[config.mk]
export PLATFORM = sky130hd
export DESIGN_NAME = byte_serializer_feed
export DESIGN_NICKNAME = d
export VERILOG_FILES = /design/src/rtl/ser_pkg.sv /design/src/rtl/ser_gap_timer.sv /design/src/rtl/byte_serializer_feed.sv
export SDC_FILE = /design/constraint.sdc
export NUM_CORES = 1
export LEC_CHECK = 0
export ABC_CLOCK_PERIOD_IN_PS = 1600
export BUFFER_PORTS_ARGS = -buffer_cell sky130_fd_sc_hd__buf_2
export CAP_MARGIN = 15
export CORE_ASPECT_RATIO = 0.9
export CORE_UTILIZATION = 40
export DETAILED_ROUTE_END_ITERATION = 6
export PLACE_DENSITY_LB_ADDON = 0.2
export SYNTH_ARGS = -nofsm -noshare
export SYNTH_HDL_FRONTEND = slang
export SYNTH_HIERARCHICAL = 1
export SYNTH_SLANG_ARGS = --single-unit
[constraint.sdc]
create_clock -name clk -period 1.6 [get_ports clk]
set_clock_uncertainty 0.1 [all_clocks]
set_input_delay 0.08 -clock clk [delete_from_list [all_inputs] [get_ports clk]]
set_output_delay 0.08 -clock clk [all_outputs]
set_load 0.01 [all_outputs]
[src/rtl/ser_pkg.sv]
// Shared types and helpers for the byte serializer feed.
// Provides the FSM state encoding and a counter-width helper that never returns zero.
package ser_pkg;

  typedef enum logic [1:0] {
    SER_IDLE,
    SER_SHIFT,
    SER_GAP
  } ser_state_t;

  localparam int SER_WIDTH_DEF = 8;

  // $clog2 returns 0 for n<=1; a counter still needs at least one bit.
  function automatic int ser_cnt_w(input int n);
    return (n <= 2) ? 1 : $clog2(n);
  endfunction

endpackage

[src/rtl/ser_gap_timer.sv]
// Inter-bit gap down-counter: loaded with GAP_CYCLES, 'expire' marks the final gap cycle.
// Only instantiated when SER_BITGAP_EN is defined.
module ser_gap_timer
  import ser_pkg::*;
#(
  parameter int GAP_CYCLES = 1
) (
  input  logic clk,
  input  logic reset,
  input  logic load,
  output logic expire
);

  localparam int CW = ser_cnt_w(GAP_CYCLES + 1);

  logic [CW-1:0] cnt;

  always_ff @(posedge clk or posedge reset) begin
    if (reset)
      cnt <= '0;
    else if (load)
      cnt <= CW'(GAP_CYCLES);
    else if (cnt != '0)
      cnt <= cnt - 1'b1;
  end

  assign expire = (cnt == CW'(1));

endmodule

[src/rtl/byte_serializer_feed.sv]
// Parallel-to-serial feeder: accepts WIDTH-bit words on valid/ready and shifts them out MSB-first.
// Optional inter-bit idle gaps are enabled by defining SER_BITGAP_EN.
module byte_serializer_feed
  import ser_pkg::*;
#(
  parameter int WIDTH      = SER_WIDTH_DEF,
  parameter int GAP_CYCLES = 1
) (
  input  logic             clk,
  input  logic             reset,
  input  logic [WIDTH-1:0] in_data,
  input  logic             in_valid,
  output logic             in_ready,
  output logic             s_out,
  output logic             shift_en,
  output logic             busy,
  output logic             frame_done
);

  localparam int CW = ser_cnt_w(WIDTH);

  ser_state_t       state, next_state;
  logic [WIDTH-1:0] hold;
  logic [CW-1:0]    bit_cnt;
  logic             last_bit;
  logic             accept;

  assign last_bit = (state == SER_SHIFT) && (bit_cnt == CW'(WIDTH - 1));
  assign accept   = in_valid & in_ready;

`ifdef SER_BITGAP_EN
  logic gap_expire;

  ser_gap_timer #(
    .GAP_CYCLES(GAP_CYCLES)
  ) u_gap_timer (
    .clk   (clk),
    .reset (reset),
    .load  ((state == SER_SHIFT) && !last_bit),
    .expire(gap_expire)
  );
`else
  logic unused_gap_cfg;
  assign unused_gap_cfg = ^GAP_CYCLES;
`endif

  // NOTE: sequential state uses non-blocking assignments so every flop samples pre-edge values.
  always_ff @(posedge clk or posedge reset) begin
    if (reset)
      state <= SER_IDLE;
    else
      state <= next_state;
  end

  // NOTE: default assignment first so no path through the case leaves next_state unassigned (no latch).
  always_comb begin
    next_state = state;
    case (state)
      SER_IDLE:  if (accept) next_state = SER_SHIFT;
      SER_SHIFT: begin
        if (last_bit)
          next_state = accept ? SER_SHIFT : SER_IDLE;
        else
`ifdef SER_BITGAP_EN
          next_state = SER_GAP;
`else
          next_state = SER_SHIFT;
`endif
      end
`ifdef SER_BITGAP_EN
      SER_GAP:   if (gap_expire) next_state = SER_SHIFT;
`else
      SER_GAP:   next_state = SER_IDLE;
`endif
      default:   next_state = SER_IDLE;
    endcase
  end

  // Outputs decode from registered state only; no combinational path from in_valid/in_data.
  always_comb begin
    shift_en = (state == SER_SHIFT);
    s_out    = (state != SER_IDLE) & hold[WIDTH-1];
    busy     = (state != SER_IDLE);
    in_ready = (state == SER_IDLE) | last_bit;
  end

  always_ff @(posedge clk or posedge reset) begin
    if (reset) begin
      hold       <= '0;
      bit_cnt    <= '0;
      frame_done <= 1'b0;
    end else begin
      frame_done <= last_bit;
      if (accept) begin
        hold    <= in_data;
        bit_cnt <= '0;
      end else if (state == SER_SHIFT) begin
        hold    <= {hold[WIDTH-2:0], 1'b0};
        bit_cnt <= last_bit ? '0 : bit_cnt + 1'b1;
      end
    end
  end

endmodule

==> impl_metrics.env <==
export IMPL_nFillCells=141
export IMPL_r2r_end="hold[2]"
export IMPL_dp_hpwl_um=829
export IMPL_p_leak_nw=0.444
export IMPL_yosys_area_top_type="dfrtp_1"
export IMPL_r2r_cells=6
export IMPL_postRouteAntennaNets=0
export IMPL_synth_area_top_cells="dfrtp_1 (47%), mux2i_1 (12%), o21ai_1 (6.6%)"
export IMPL_drive_gt1_share_pct=28.7
export IMPL_fmax_ghz=0.662
export IMPL_setup_viol=0
export IMPL_routed_via_density=5.02
export IMPL_clk_latency_ns=0.27
export IMPL_cp_data_required_time_ns=1.42
export IMPL_diodes=0
export IMPL_synth_common_cells="dfrtp_1 (13), o21ai_1 (9), mux2i_1 (8), a31oi_1 (7), and3_1 (7)"
export IMPL_gp_congestion=0.698
export IMPL_vias=547
export IMPL_drv_cap=0
export IMPL_critical_path_class="flop to primary output"
export IMPL_synthMostInstantiatedCell="dfrtp_1"
export IMPL_nets=101
export IMPL_core_um2=1530
export IMPL_start_util_pct=44.8
export IMPL_clock_sinks=13
export IMPL_drtIter0Drc=6
export IMPL_syn_nets=78
export IMPL_worstSetupEndpointType="primary output"
export IMPL_setup_worst_path_start="bit_cnt[0]"
export IMPL_cts_tree="done"
export IMPL_r2r_start="bit_cnt[0]"
export IMPL_arrival_ns=1.33
export IMPL_cts_inserted_buffers=3
export IMPL_dp_slack_ns=0.0556
export IMPL_die_y_um=41.3
export IMPL_grt_ovfl_total=0
export IMPL_critPathMaxFanout=3
export IMPL_slowest_stage="dfrtp_1"
export IMPL_antenna_found_initial=0
export IMPL_cts_htree_levels=1
export IMPL_hold_viol_final=0
export IMPL_rsz0062_at_grt="no"
export IMPL_outcome="finished clean"
export IMPL_timing_final_max_slew_violations=0
export IMPL_synthCells=65
export IMPL_synthFlopType="dfrtp_1"
export IMPL_ys_ff_latch=13
export IMPL_r2r_slack_ns=0.11
export IMPL_synth_top_cell_area_share_pct=47.4
export IMPL_syn_area_per_cell_um2=10.5
export IMPL_cp_cell_sequence="ha_2 > ha_4 > nand2b_4 > buf_2"
export IMPL_io_buffers=15
export IMPL_async_reset_ff_share_pct=100
export IMPL_hold_ws_ns=0.00585
export IMPL_ioPinCount=16
export IMPL_slew_headroom_pct=64.6
export IMPL_yosysSeqAreaShare_pct=47.4
export IMPL_fin_setup_tns_ns=0
export IMPL_hold_class="primary input to flop"
export IMPL_synthesis_area_um2=686
export IMPL_critPathLaunchType="flop"
export IMPL_die_area_um2=1880
export IMPL_wl_per_cell_um=12.2
export IMPL_die_w_um=45.6
export IMPL_setup_ws_ns=0.0902
export IMPL_path_clk_slew_ns=0.08
export IMPL_routed_wl_um=1330
export IMPL_worst_pin_slew_ns=0.531
export IMPL_clockBufferDepth=2
export IMPL_post_route_period_util_pct=94.4
export IMPL_grt_max_degree=21
export IMPL_synth_distinct_cells=18
export IMPL_fp_row_count=13
export IMPL_ir_drop_mv=0.734
export IMPL_syn_to_final_growth_pct=27.7
export IMPL_endpoint="in_ready"
export IMPL_cts_root_buffer="clkbuf_4"
export IMPL_synth_edff_count=0
export IMPL_grt_pass1_wl_um=2140
export IMPL_min_period_ns=1.51
export IMPL_powerDensity_nw_per_um2=1410
export IMPL_drt_first_pass_iters=3
export IMPL_grt_usage_pct=17.1
export IMPL_max_stage_delay_ns=0.40
export IMPL_yosysWarnings=6
export IMPL_grt_pass1_vias=481
export IMPL_drc=0
[report_power, final]
group	leakage, nW	internal (mW)	switching [mW]
combinational	0.263	0.264	0.224
clock	0.0150	0.0966	0.107
sequential	0.166	0.450	0.0967
total	0.444	0.811	0.428
[worst max-delay path: cells and delay by family (launching register included)]
family / cells / cell delay, ns
fa+ha+maj: 2 / 0.36
flops: 1 / 0.40
simple gates: 1 / 0.14
buf+inv: 1 / 0.15
[area by class of cell]
| cell class | instances | area (um^2) | share of cell area, % |
|---|---|---|---|
| Inverter | 2 | 7.51 | 0.857 |
| Timing Repair Buffer | 24 | 158 | 18.0 |
| Clock buffer | 4 | 26.3 | 3.00 |
| Multi-Input combinational cell | 44 | 332 | 37.9 |
| Sequential cell | 13 | 325 | 37.1 |
| Tap cell | 22 | 27.5 | 3.14 |
[logic make-up (layout without fill, tap and decap cells)]
group,after synthesis,in the layout,share of synthesized area (%)
buffers and inverters,8,30,7.48
AOI/OAI and AO/OA,18,18,15.7
muxes,8,8,11.7
and+or+nand+nor,16,16,14.0
DFF,13,13,47.4
adders and majority gates,2,2,3.65
[sequential cells by signal, indices dropped and copies added, names as in the netlist]
signal      flops
hold            8
frame_done      1
state           1
bit_cnt         3
[placed cells by master (no fill, tap or decap)]
cell type,instances
clkbuf_1,1
ha_2,1
buf_2,15
nand2_1,2
inv_1,2
nand2_4,1
and2_1,2
nand2b_4,1
nand3_1,1
clkbuf_4,3
and3_1,7
a31oi_1,7
o21ai_1,9
dlygate4sd3_1,6
ha_4,1
nand2b_1,1
mux2i_1,8
dfrtp_1,13
o32ai_1,1
a32o_1,1
buf_4,3
nor2_1,1
[timing repair]
item | 4_1_cts | 5_1_grt
hold endpoints to repair | 18 | 0
hold buffers | 6 | 0
setup endpoints to repair | 1 | 2
resized for setup | 3 | 1
buffers inserted | 2 | 0
[per-stage QoR]
stage | power (mW) | utilization [%] | cells | area, um^2
floorplan | 0.860 | - | 65 | 686
global placement | 0.948 | 49.2 | 97 | 752
detailed placement | 0.956 | 49.2 | 97 | 752
CTS | 1.24 | 57.1 | 109 | 873
global route | 1.35 | 57.3 | 109 | 876
finish | 1.24 | 57.3 | 109 | 876
[worst min-delay path by stage]
stage,startpoint,end,slack (ns),cells after the start
global route,in_data[1],hold[1],0.02,3
detailed placement,reset,state[0],0.03,2
finish,in_data[3],hold[3],0.006,3
CTS,in_data[1],hold[1],0.006,3
floorplan,reset,bit_cnt[0],-0.14,1
global placement,reset,state[0],0.04,2
[routing by layer]
| metal | share of wire, % | wire length (um) | up-vias | track usage (%) |
|---|---|---|---|---|
| met4 | 0.68 | 9 | 0 | 4.55 |
| met5 | 0 | 0 | - | 0 |
| met1 | 52 | 692 | 245 | 22.4 |
| li1 | - | - | 285 | - |
| met3 | 6.5 | 86 | 2 | 8.37 |
| met2 | 41 | 540 | 15 | 25.0 |
Power figures use the tool's default switching activity.
